## config.mk

```make
export PLATFORM = sky130hd
export DESIGN_NAME = fetch_unit
export DESIGN_NICKNAME = d
export VERILOG_FILES = /design/src/rtl/fetch_unit.sv
export SDC_FILE = /design/constraint.sdc
export NUM_CORES = 1
export LEC_CHECK = 0
export ABC_AREA = 1
export CORE_MARGIN = 3
export CORE_UTILIZATION = 45
export CTS_CLUSTER_DIAMETER = 120
export CTS_CLUSTER_SIZE = 24
export DETAILED_ROUTE_END_ITERATION = 6
export PLACE_DENSITY = 0.68
export SYNTH_ARGS = -nofsm -noshare
export SYNTH_HDL_FRONTEND = slang
export SYNTH_SLANG_ARGS = --single-unit
```

## constraint.sdc

```tcl
create_clock -name clk -period 11.3 [get_ports clk]
set_input_delay 2.26 -clock clk [delete_from_list [all_inputs] [get_ports clk]]
set_output_delay 2.26 -clock clk [all_outputs]
set_load 0.005 [all_outputs]
```

## src/rtl/fetch_unit.sv

```systemverilog
// rtl/fetch_unit.sv - fetch stage: PC owner, fetch queue, redirect handling
// Optional FETCH_PERF_CNT_EN adds perf_fetched / perf_stall_full counters.
module fetch_unit #(
  parameter int          CORE_WIDTH = 2,
  parameter logic [31:0] RESET_PC   = 32'h0,
  parameter int          FQ_DEPTH   = 4
) (
  input  logic                    clk,
  input  logic                    rst_n,
  output logic [31:0]             pc_addr,
  input  logic [CORE_WIDTH*32-1:0] instruction_blk,
  input  logic                    redirect_valid,
  input  logic [31:0]             redirect_pc,
  output logic                    fetch_valid,
  input  logic                    fetch_ready,
  output logic [CORE_WIDTH*32-1:0] fetch_instr,
  output logic [31:0]             fetch_pc
`ifdef FETCH_PERF_CNT_EN
  ,
  output logic [31:0]             perf_fetched,
  output logic [31:0]             perf_stall_full
`endif
);

  localparam int          PW        = $clog2(FQ_DEPTH);
  localparam logic [31:0] PKT_BYTES = 32'(4 * CORE_WIDTH);
  localparam logic [PW:0] DEPTH_C   = (PW + 1)'(FQ_DEPTH);

  logic [31:0]             r_pc;
  logic [PW-1:0]           r_wr_ptr;
  logic [PW-1:0]           r_rd_ptr;
  logic [PW:0]             r_count;
  logic [31:0]             r_q_pc    [FQ_DEPTH];
  logic [CORE_WIDTH*32-1:0] r_q_instr [FQ_DEPTH];

  logic w_full;
  logic w_nonempty;
  logic w_deq;
  logic w_enq;

  assign w_full     = (r_count == DEPTH_C);
  assign w_nonempty = (r_count != '0);
  // A full queue may still accept when the head leaves in the same cycle.
  assign w_deq      = w_nonempty & fetch_ready & ~redirect_valid;
  assign w_enq      = ~redirect_valid & (~w_full | w_deq);

  assign pc_addr     = r_pc;
  assign fetch_valid = w_nonempty & ~redirect_valid;
  assign fetch_instr = r_q_instr[r_rd_ptr];
  assign fetch_pc    = r_q_pc[r_rd_ptr];

  always_ff @(posedge clk or negedge rst_n) begin
    if (!rst_n) begin
      r_pc     <= RESET_PC;
      r_wr_ptr <= '0;
      r_rd_ptr <= '0;
      r_count  <= '0;
    end else if (redirect_valid) begin
      r_pc     <= {redirect_pc[31:2], 2'b00};
      r_wr_ptr <= '0;
      r_rd_ptr <= '0;
      r_count  <= '0;
    end else begin
      if (w_enq) begin
        r_pc     <= r_pc + PKT_BYTES;
        r_wr_ptr <= r_wr_ptr + PW'(1);
      end
      if (w_deq) begin
        r_rd_ptr <= r_rd_ptr + PW'(1);
      end
      case ({w_enq, w_deq})
        2'b10:   r_count <= r_count + (PW + 1)'(1);
        2'b01:   r_count <= r_count - (PW + 1)'(1);
        default: r_count <= r_count;
      endcase
    end
  end

  // Entry contents are only observed behind fetch_valid, so no reset is needed.
  always_ff @(posedge clk) begin
    if (w_enq) begin
      r_q_pc[r_wr_ptr]    <= r_pc;
      r_q_instr[r_wr_ptr] <= instruction_blk;
    end
  end

`ifdef FETCH_PERF_CNT_EN
  logic [31:0] r_perf_fetched;
  logic [31:0] r_perf_stall_full;

  always_ff @(posedge clk or negedge rst_n) begin
    if (!rst_n) begin
      r_perf_fetched    <= '0;
      r_perf_stall_full <= '0;
    end else begin
      if (w_enq) begin
        r_perf_fetched <= r_perf_fetched + 32'd1;
      end
      if (w_full & ~w_deq & ~redirect_valid) begin
        r_perf_stall_full <= r_perf_stall_full + 32'd1;
      end
    end
  end

  assign perf_fetched    = r_perf_fetched;
  assign perf_stall_full = r_perf_stall_full;
`endif

endmodule

```

=== Word-level counts from Yosys, hierarchy flattened ===
Memory sizes are Yosys's and may differ from the RTL's.
Cells that the tools add are included.

* Bits in registers: 39
* RAM bits: 384
* Input bits: 100
* Output and inout bits: 129
* Logic and storage cells: 35
* Memories kept: 2

{| class="wikitable"
|+ Memory list
! memory !! depth !! bits a word !! read ports !! clocked after Yosys merged registers in !! write ports !! line !! source
|-
| r_q_instr || 4 || 64 || 1 || 0 || 1 || 34 || <nowiki>logic [CORE_WIDTH*32-1:0] r_q_instr [FQ_DEPTH];</nowiki>
|-
| r_q_pc || 4 || 32 || 1 || 0 || 1 || 33 || <nowiki>logic [31:0] r_q_pc [FQ_DEPTH];</nowiki>
|}

* $add $sub $neg: 5
* Equality and inequality tests: 3
* Muxes and demuxes: 10
* Bitwise operators: 7
* Reductions and logical operators: 4

{| class="wikitable"
|+ Operator list
! operator !! count
|-
| two-way mux 32 bit || 2
|-
| adder 32 x 4 -> 32 bit, second input constant || 1
|-
| two-way mux 2 bit || 4
|-
| case mux 3 bit (2 select lines) || 1
|-
| nonzero test 3 bit || 2
|-
| adder 2 x 1 -> 2 bit, second input constant || 2
|-
| AND 1 bit || 4
|-
| nonzero test 2 bit || 2
|-
| adder 3 x 1 -> 3 bit, second input constant || 1
|-
| == test 3 bit, second input constant || 1
|-
| two-way mux 3 bit || 1
|-
| subtractor 3 x 1 -> 3 bit, second input constant || 1
|-
| == test 2 x 1 -> 1 bit, second input constant || 1
|-
| == test 2 bit, second input constant || 1
|-
| two-way mux 1 bit || 2
|-
| NOT 1 bit || 2
|-
| bitwise OR 1 bit || 1
|}

=== Depth between registers and ports, before layout ===
Gate-level depths: netlist of the first run.

* Word-level depth: 8
* Depth in mapped cells: 11
* Gate-level depth less buffers: 11

=== Worst setup path after synthesis of the first run ===
No wires, ideal clock.

* Kind: input port to flip-flop
* Start point: input port redirect_valid
* End point: memory r_q_instr[0][0] (netlist name) (enable)
* Setup time: 0.448 ns
* Data arrival time: 4.812 ns
* Data required time: 10.852 ns
* Setup slack: 6.040 ns
* Stages on the path: 9
* Path buffers: 2
* Cells stage by stage: buf_4 > inv_4 > nand2_2 > nand2_4 > nand2_4 > clkinv_2 > buf_6 > nand2_1 > inv_1

* Longest elaborated chain between the ends: 6

{| class="wikitable"
|+ RTL lines
! what !! line !! source
|-
| from (decl) || 12 || <nowiki>input logic redirect_valid,</nowiki>
|-
| NOT 1 bit (*) || 44, 45 ||
|-
| AND 1 bit || 44 || <nowiki>assign w_deq = w_nonempty & fetch_ready & ~redirect_valid;</nowiki>
|-
| bitwise OR 1 bit || 45 || <nowiki>assign w_enq = ~redirect_valid & (~w_full | w_deq);</nowiki>
|-
| AND 1 bit (*) || 45 ||
|-
| two-way mux 1 bit (*) || 81 || <nowiki>if (w_enq) begin</nowiki>
|-
| two-way mux 1 bit (implied by the code) (*) || 83 || <nowiki>r_q_instr[r_wr_ptr] <= instruction_blk;</nowiki>
|-
| to (decl) || 34 ||
|}

Every way passes the cells marked *; elsewhere a longest branch is shown, timed or not.

=== Worst setup path after layout of the first run ===
* Start point: register r_rd_ptr[0]
* End point: output port fetch_pc[2]

* Longest elaborated chain between the ends: 1

{| class="wikitable"
|+ RTL lines
! what !! line !! source
|-
| from (decl) || 31 || <nowiki>logic [PW-1:0] r_rd_ptr;</nowiki>
|-
| from (signal assigned) || 69 || <nowiki>r_rd_ptr <= r_rd_ptr + PW'(1);</nowiki>
|-
| memory read (4 x 32 bit) || - ||
|-
| to (decl) || 17 || <nowiki>output logic [31:0] fetch_pc</nowiki>
|}

No other way between the ends.

==> results.json, run 1 <==
{
  "power_density_nw_per_um2": 191.9,
  "crit_path_frequent_cell": "buf_4",
  "rsz0062_at_grt": "no",
  "startpoint_type": "register",
  "overflow": 0,
  "grt_pass1_vias": 10120,
  "cp_max_fo": 70,
  "syn_to_final_growth_pct": 18.94,
  "cts_sinks": 413,
  "synth.mux.area_fraction_pct": 0,
  "yosysSeqAreaShare_pct": 73.96,
  "hold_viol": 0,
  "initial_core_util_pct": 45.99,
  "ant_nets": 0,
  "max_cap_violations": 0,
  "ir_worst_vdd_v": 0.00009793,
  "stdcell_count": 1953,
  "hp-class": "register to register",
  "p_leak_nw": 6.698,
  "dp_hpwl_microns": 21360,
  "fin_skew_ns": 0.02499,
  "drt_iter0_markers": 797,
  "ctsResizeCount": 0,
  "place_ws_ns": 5.350,
  "clock_path_buffers": 3,
  "post-route-period-util_pct": 53.97,
  "vias": 10530,
  "grt_pass1_wl_microns": 57710,
  "synth_edf_count": 376,
  "syn_inst": 1296,
  "path_buf_inv": 3,
  "max_freq_ghz": 0.1640,
  "htreeDepth": 1,
  "fill_cells": 2962,
  "crit_chain": "buf_4 -> buf_4 -> o21ai_0 -> o22ai_1 -> clkdlybuf4s50_1",
  "drive_gt1_share_pct": 5.563,
  "routabilityCongestion": 0.8425,
  "synthSimpleGateAreaFrac_pct": 11.13,
  "core_area_sq_um": 35910,
  "fin_crit_ns": 6.099,
  "drc": 0,
  "place_area_sq_um": 19040,
  "io_pins": 229,
  "grt_max_degree": 99,
  "yosys.area.top_type": "edfxtp_1",
  "clk_pin_slew_ns": 0.10,
  "power_mw": 3.770,
  "seq_area_sq_um": 12220,
  "tightest_slew_ns": 1.171,
  "crit_slowest_cell": "dfrtp_4",
  "cp.required_ns": 9.04,
  "setup_violations": 0,
  "synth_area_leaders": "edfxtp_1, o21ai_0, dfrtp_1",
  "status": "finished clean",
  "synth-compound-area-share_pct": 10.42,
  "fp-row-count": 69,
  "setup_ws_ns": 5.201,
  "fin_area_sq_um": 19650,
  "slew_headroom_pct": 21.90,
  "die_h_microns": 197.6,
  "cpPeakStageDelay_ns": 0.85,
  "yosysTopAreaCellShare_pct": 68.35,
  "dieArea_sq_um": 39040,
  "cts_hold_buf": 0,
  "grt_use_total_pct": 18.73,
  "drt_first_pass_iters": 5,
  "yosysWarnings": 0,
  "synth_top_family_by_area": "simple AND/OR/NAND/NOR gates",
  "synthXorXnorAreaFrac_pct": 0.6363,
  "crit_family": "buffers and inverters",
  "drt-total-wl_microns": 37500,
  "synthArstFlopShare_pct": 8.959,
  "synth_area_sq_um": 16520,
  "yosysUniqueCellTypes": 41,
  "portBuffers": 222,
  "critical_path_class": "register to output pin",
  "cts-buffers-inserted": 21,
  "cts_setup_buffers": 0,
  "ys.flop_type": "edfxtp_1",
  "cts_tree": "done",
  "drv_slew": 0,
  "antenna_found_initial": 0,
  "fin_setup_tns_ns": 0,
  "ys_seq_elements": 413,
  "r2r_slack_ns": 7.94,
  "clk_latency_ns": 0.53,
  "via_per_inst": 5.391,
  "die_w_microns": 197.6,
  "avgSynthCellArea_sq_um": 12.75,
  "n_antenna_cell": 0,
  "placedCellCount": 1916,
  "clock-root-buffer": "clkbuf_16",
  "fin_nets": 1585,
  "synth_fa_ha_area_share_pct": 0.5302,
  "multi_input_area_sq_um": 3769,
  "cp_data_arrival_time_ns": 3.84,
  "crit_path_end_kind": "output pin",
  "routedWlPerCell_microns": 19.20
}
-- through the flow --
stage          hold slack [ns]  utilization, %
3_5_place_dp            0.5658           53.03
5_1_grt                 0.6129           54.70
4_1_cts                 0.5897           54.70
2_1_floorplan           0.5184               -
3_3_place_gp            0.5539           53.03
6_report                0.5777           54.70
-- cells in the mapped netlist, types with 2 or more instances --
cell / number
a21oi_1: 4
buf_2: 19
buf_4: 7
buf_6: 5
clkbuf_1: 42
dfrtp_1: 37
edfxtp_1: 376
ha_1: 7
inv_1: 38
inv_2: 2
inv_4: 3
nand2_1: 135
nand2_2: 12
nand2_4: 2
nand3_1: 42
nand3b_1: 2
nand4_1: 3
nor2_1: 216
nor2_2: 6
nor2_4: 3
nor3_1: 2
o211ai_1: 4
o211ai_2: 2
o21a_1: 5
o21ai_0: 189
o21ai_1: 7
o21bai_1: 2
o22ai_1: 94
or2_2: 8
xnor2_1: 2
xor2_1: 10
-- final cells by class --
cell class / instances / area share [%]
clock buffers: 36 / 2.961
clock inverters: 1 / 0.1019
inverters: 44 / 0.9680
multi-input cells: 767 / 19.18
flip-flops and latches: 413 / 62.22
well taps: 461 / 2.936
repair buffers: 231 / 11.63
-- final timing paths --
kind | start | end | cells past startpoint
worst min-delay path | pc_addr[2] | r_q_pc[3][2] | 0
max in group asynchronous | rst_n | r_rd_ptr[0] | 1
worst max-delay path | r_rd_ptr[0] | fetch_pc[2] | 5
worst max register to register | r_count[0] | r_q_pc[1][23] | 10
min in group asynchronous | rst_n | pc_addr[31] | 1
worst min register to register | pc_addr[2] | r_q_pc[3][2] | 0
-- power by group --
part           switching (mW)  internal [mW]  total (mW)
Sequential              0.120           1.87        1.99
Combinational           0.518          0.450       0.968
Clock                   0.454          0.358       0.813
-- per-layer routing --
layer	wire, microns	global-route usage, %	up-vias
met2	18310	31.32	296
met4	667	3.853	0
met3	2290	2.934	47
met1	16230	26.42	5171
li1	-	-	5015
met5	0	0	-
-- sequential cells by signal, summed over array words and instances, names as in the netlist --
| register | flops |
|---|---|
| r_rd_ptr | 2 |
| r_q_pc | 120 |
| r_count | 3 |
| r_q_instr | 256 |
| pc_addr | 30 |
| r_wr_ptr | 2 |
-- cells by family (layout without fill, tap and decap cells) --
family | after synthesis | in the layout
simple gates | 435 | 435
flops | 413 | 413
compound gates | 309 | 309
buf+inv | 119 | 312
xor+xnor | 12 | 12
fa+ha+maj | 7 | 7
other cells | 1 | 4
-- worst register-to-register path, cell delays in order, from the launching register on --
cell	delay [ns]
dfrtp_1	0.38
inv_1	0.07
ha_1	0.26
a21oi_4	0.20
nand2_2	0.10
nand2_4	0.12
nand2_4	0.09
clkinv_2	0.27
nand2_1	0.15
inv_4	0.49
buf_4	0.80
-- layout by cell type, fill, tap and decap left out, types with 10 or more instances in the layout --
| master | n |
|---|---|
| edfxtp_1 | 376 |
| clkdlybuf4s50_1 | 221 |
| nor2_1 | 216 |
| o21ai_0 | 189 |
| nand2_1 | 135 |
| o22ai_1 | 94 |
| nand3_1 | 42 |
| dfrtp_1 | 35 |
| inv_1 | 33 |
| clkbuf_16 | 21 |
| clkbuf_1 | 15 |
| nand2_2 | 12 |
| xor2_1 | 10 |
No activity file was read; power rests on OpenSTA's default activity.
==> inputs of run 2 (changes only) <==
==> constraint.sdc (replaced) <==
create_clock -name clk -period 5.9 [get_ports clk]
set_input_delay 1.18 -clock clk [delete_from_list [all_inputs] [get_ports clk]]
set_output_delay 1.18 -clock clk [all_outputs]
set_load 0.005 [all_outputs]
==> results.json, run 2 (same netlist as run 1, synthesis figures left out) <==
{
  "share_comb_of_total_power_pct": 26.3,
  "max_cap_violations": 0,
  "ant_nets": 0,
  "clock-root-buffer": "clkbuf_16",
  "overflow": 0,
  "core_area_sq_um": 35910,
  "p_switching_mw": 2.101,
  "hold_start": "pc_addr[2]",
  "status": "finished clean",
  "critical_path_class": "register to output pin",
  "grt_pass1_wl_microns": 57640,
  "wl_met2_microns": 18190,
  "rsz0062_at_grt": "no",
  "drt_first_pass_iters": 5,
  "met1Wirelength_microns": 16750,
  "p_int_mw": 5.145,
  "hold_depth": 0,
  "antenna_found_initial": 0,
  "cts_hold_buf": 0,
  "clk_pin_slew_ns": 0.10,
  "fin_skew_ns": 0.01911,
  "io_pins": 229,
  "drt_iter0_markers": 847,
  "largest_register_ffs": 256,
  "clk_latency_ns": 0.53,
  "grt_max_degree": 105,
  "cts-buffers-inserted": 21,
  "clock_path_buffers": 3,
  "die_w_microns": 197.6,
  "startpoint_type": "register",
  "crit_path_end_kind": "output pin",
  "via_per_inst": 5.366,
  "fin_setup_tns_ns": 0,
  "dieArea_sq_um": 39040,
  "drive_gt1_share_pct": 5.753,
  "fin_nets": 1588,
  "slew_headroom_pct": 28.16,
  "cts_sinks": 413,
  "fill_cells": 2961,
  "grt_use_total_pct": 18.75,
  "hp-class": "register to register",
  "n_antenna_cell": 0,
  "cp_data_arrival_time_ns": 3.35,
  "p_leak_nw": 6.731,
  "routabilityCongestion": 0.8575,
  "post-route-period-util_pct": 76.71,
  "ctsResizeCount": 0,
  "grt_pass1_vias": 10100,
  "cp_max_fo": 104,
  "vias": 10500,
  "dr_wl_met3_microns": 2110,
  "drv_slew": 0,
  "setup_ws_ns": 1.374,
  "cp.required_ns": 4.72,
  "largest-register": "r_q_instr",
  "place_ws_ns": 1.669,
  "portBuffers": 222,
  "fin_crit_ns": 4.526,
  "cts_setup_buffers": 0,
  "power_frac_seq_pct": 52.2,
  "htreeDepth": 1,
  "r2r_cells": 10,
  "dp_hpwl_microns": 22000,
  "fp-row-count": 69,
  "final_cell_mix": "edfxtp_1, clkdlybuf4s50_1, nor2_1",
  "max_freq_ghz": 0.2209,
  "syn_to_final_growth_pct": 19.45,
  "final_common_cell": "edfxtp_1",
  "setup_violations": 0,
  "reg2reg_from": "r_count[0]",
  "top_layer": "met4",
  "tightest_slew_ns": 1.078,
  "pwr-share-clk_pct": 21.5,
  "initial_core_util_pct": 45.99,
  "power_density_nw_per_um2": 367.2,
  "hold_viol": 0,
  "routedWlPerCell_microns": 19.31,
  "switching_share_pct": 29.00,
  "drt-total-wl_microns": 37780,
  "ir_worst_vdd_v": 0.0001801,
  "crit_start": "r_rd_ptr[0]",
  "die_h_microns": 197.6,
  "cts_tree": "done",
  "drc": 0
}
## run 2: cell types whose count changed in the layout (fill, tap and decap cells not counted)
cell / before / now
buf_12: 0 / 5
buf_4: 9 / 7
## run 2: routing by layer
metal  vias to the layer above  track usage (%)
met3                        49            2.388
li1                       5013                -
met2                       308            32.01
met1                      5125            26.06
met5                         -                0
met4                         0            4.220
## run 2: final cells by class
type                       instances  area [sq um]  share of cell area, %
sequential                       413         12220                  61.95
multi-input combinational        767          3769                  19.10
timing repair buffer             234          2370                  12.01
clock buffer                      36         581.8                  2.949
tap                              461         576.8                  2.923
inverter                          44         190.2                 0.9639
clock inverter                     1         20.02                 0.1015
## run 2: final timing paths
check                           slack, ns         endpoint
worst min-delay path                 0.58     r_q_pc[1][2]
worst min register to register       0.58     r_q_pc[1][2]
max in group asynchronous            4.49      r_rd_ptr[0]
min in group asynchronous            0.77      pc_addr[29]
worst max register to register       2.94    r_q_pc[3][23]
worst max-delay path                 1.37  fetch_instr[24]
## run 2: power groups by stage
stage	logic, mW	clock network (mW)	registers, mW
detailed placement	1.93	0	3.85
global placement	1.91	0	3.84
CTS	1.94	1.61	3.78
finish	1.90	1.56	3.78
global route	2.09	1.73	3.82
floorplan	0.914	0	3.77
## run 2: worst max-delay path: stages, from the launching register on
cell and delay [ns]:
dfrtp_4 0.74, inv_6 0.68, buf_12 0.37, o21ai_0 0.16, o22ai_1 0.16, clkdlybuf4s50_1 0.56
## run 2: through the flow
stage	power (mW)	area, sq um	hold slack [ns]	util (%)	std cells
CTS	7.334	19730	0.5854	54.94	1956
detailed placement	5.782	19130	0.5699	53.26	1919
finish	7.246	19730	0.5843	54.94	1956
floorplan	4.688	16530	0.5184	-	1299
global route	7.631	19730	0.6365	54.94	1956
global placement	5.745	19130	0.5595	53.26	1919
==> inputs of run 3 (changes only) <==
--- a/config.mk
+++ b/config.mk
@@ -11,7 +11,7 @@
 export CTS_CLUSTER_DIAMETER = 120
 export CTS_CLUSTER_SIZE = 24
 export DETAILED_ROUTE_END_ITERATION = 6
-export PLACE_DENSITY = 0.68
+export PLACE_DENSITY = 0.7
 export SYNTH_ARGS = -nofsm -noshare
 export SYNTH_HDL_FRONTEND = slang
 export SYNTH_SLANG_ARGS = --single-unit
==> constraint.sdc (replaced) <==
create_clock -name clk -period 3.7 [get_ports clk]
set_input_delay 0.74 -clock clk [delete_from_list [all_inputs] [get_ports clk]]
set_output_delay 0.74 -clock clk [all_outputs]
set_load 0.005 [all_outputs]
==> results.json, run 3 (same netlist as run 1, synthesis figures left out) <==
{
  "core_area_sq_um": 35910,
  "largest-register": "r_q_instr",
  "fin_crit_ns": 3.452,
  "cts-buffers-inserted": 21,
  "htreeDepth": 1,
  "reg2reg_from": "r_count[0]",
  "clock-root-buffer": "clkbuf_16",
  "power_frac_seq_pct": 51.6,
  "crit_family": "buffers and inverters",
  "fin_nets": 1609,
  "ir_worst_vdd_v": 0.0002783,
  "die_h_microns": 197.6,
  "setup_violations": 0,
  "clk_pin_slew_ns": 0.09,
  "r2r_end": "r_q_pc[2][28]",
  "r2r_slack_ns": 1.15,
  "io_pins": 229,
  "drt_first_pass_iters": 5,
  "wl_met2_microns": 17900,
  "vias": 10640,
  "p_int_mw": 8.290,
  "routedWlPerCell_microns": 18.82,
  "placedCellCount": 1940,
  "post-route-period-util_pct": 93.30,
  "share_comb_of_total_power_pct": 27.1,
  "cpPeakStageDelay_ns": 0.72,
  "cp_max_fo": 100,
  "drc": 0,
  "ctsResizeCount": 0,
  "critical_path_class": "register to output pin",
  "status": "finished clean",
  "drv_slew": 0,
  "cts_sinks": 413,
  "largest_register_ffs": 256,
  "crit_path_end_kind": "output pin",
  "cts_hold_buf": 0,
  "stdcell_count": 1978,
  "final_cell_mix": "edfxtp_1, clkdlybuf4s50_1, nor2_1",
  "grt_max_degree": 101,
  "crit_chain": "buf_12 -> o21ai_0 -> o22ai_1 -> clkdlybuf4s50_1",
  "crit_slowest_cell": "dfrtp_4",
  "pwr-share-clk_pct": 21.4,
  "hold_start": "r_count[1]",
  "clock_path_buffers": 3,
  "drt_iter0_markers": 737,
  "holdWs_ns": 0.5834,
  "whs_endpoint": "r_count[1]",
  "cts_setup_buffers": 0,
  "switching_share_pct": 28.83,
  "die_w_microns": 197.6,
  "initial_core_util_pct": 45.99,
  "grt_pass1_wl_microns": 57090,
  "fin_setup_tns_ns": 0,
  "fin_skew_ns": 0.01943,
  "p_switching_mw": 3.358,
  "overflow": 0,
  "path_buf_inv": 2,
  "grt_pass1_vias": 10260,
  "portBuffers": 222,
  "dr_wl_met3_microns": 2363,
  "cts_tree": "done",
  "n_antenna_cell": 0,
  "tightest_slew_ns": 0.6077,
  "syn_to_final_growth_pct": 21.17,
  "hp-class": "register to register",
  "drive_gt1_share_pct": 7.053,
  "met1Wirelength_microns": 16260,
  "drt-total-wl_microns": 37230,
  "clk_latency_ns": 0.54,
  "dieArea_sq_um": 39040,
  "r2r_cells": 10,
  "hold_viol": 0,
  "top_layer": "met4",
  "rsz0062_at_grt": "no",
  "via_per_inst": 5.379,
  "cp_data_arrival_time_ns": 2.71,
  "fp-row-count": 69,
  "startpoint_type": "register",
  "cp.required_ns": 2.96,
  "cp.depth": 4,
  "dp_hpwl_microns": 22590,
  "max_freq_ghz": 0.2897,
  "max_cap_violations": 0,
  "p_leak_nw": 6.854,
  "slew_headroom_pct": 59.40,
  "hold_depth": 2,
  "power_density_nw_per_um2": 581.9,
  "routabilityCongestion": 0.8179,
  "final_common_cell": "edfxtp_1",
  "ant_nets": 0,
  "grt_use_total_pct": 18.60,
  "antenna_found_initial": 0
}
-- run 3: worst max path at each step --
stage	start	endpoint	slack [ns]
final	r_rd_ptr[0]	fetch_instr[13]	0.25
after floorplan	redirect_valid	r_q_instr[0][0]	0.44
after detailed placement	redirect_valid	r_q_pc[2][25]	0.56
after CTS	r_rd_ptr[0]	fetch_pc[3]	0.06
after global placement	redirect_valid	r_q_pc[2][25]	0.59
after global routing	r_rd_ptr[0]	fetch_instr[13]	0.05
-- run 3: per-stage QoR --
stage / utilization, % / total power, mW / setup WS [ns] / cell area, sq um
global placement: 54.01 / 9.252 / 0.5867 / 19400
detailed placement: 54.01 / 9.317 / 0.5570 / 19400
CTS: 55.71 / 11.80 / 0.06373 / 20010
global route: 55.73 / 12.27 / 0.04639 / 20020
finish: 55.73 / 11.65 / 0.2477 / 20020
floorplan: - / 7.467 / 0.4437 / 16540
-- run 3: power groups by stage --
stage / registers (mW) / clock network (mW) / logic, mW
finish: 6.01 / 2.49 / 3.15
global route: 6.06 / 2.74 / 3.47
CTS: 6.00 / 2.57 / 3.22
detailed placement: 6.11 / 0 / 3.21
global placement: 6.09 / 0 / 3.16
floorplan: 6.00 / 0 / 1.46
-- run 3: worst register-to-register path: cells and delay by family, from the launching register on --
family	cells	cell delay, ns
adder cells (fa/ha/maj)	1	0.25
buffers and inverters	5	1.23
flip-flops	1	0.39
AND/OR/NAND/NOR	4	0.42
-- run 3: final cells by class --
type | instances | area [sq um]
fillers | 2928 | 15900
flip-flops and latches | 413 | 12220
multi-input cells | 767 | 3769
repair buffers | 255 | 2633
clock buffers | 36 | 581.8
well taps | 461 | 576.8
inverters | 44 | 202.7
clock inverters | 2 | 28.78
-- run 3: layer usage --
metal / vias up / GRT usage (%)
met5: - / 0
li1: 5069 / -
met1: 5205 / 25.83
met3: 43 / 2.951
met2: 323 / 31.25
met4: 0 / 4.404
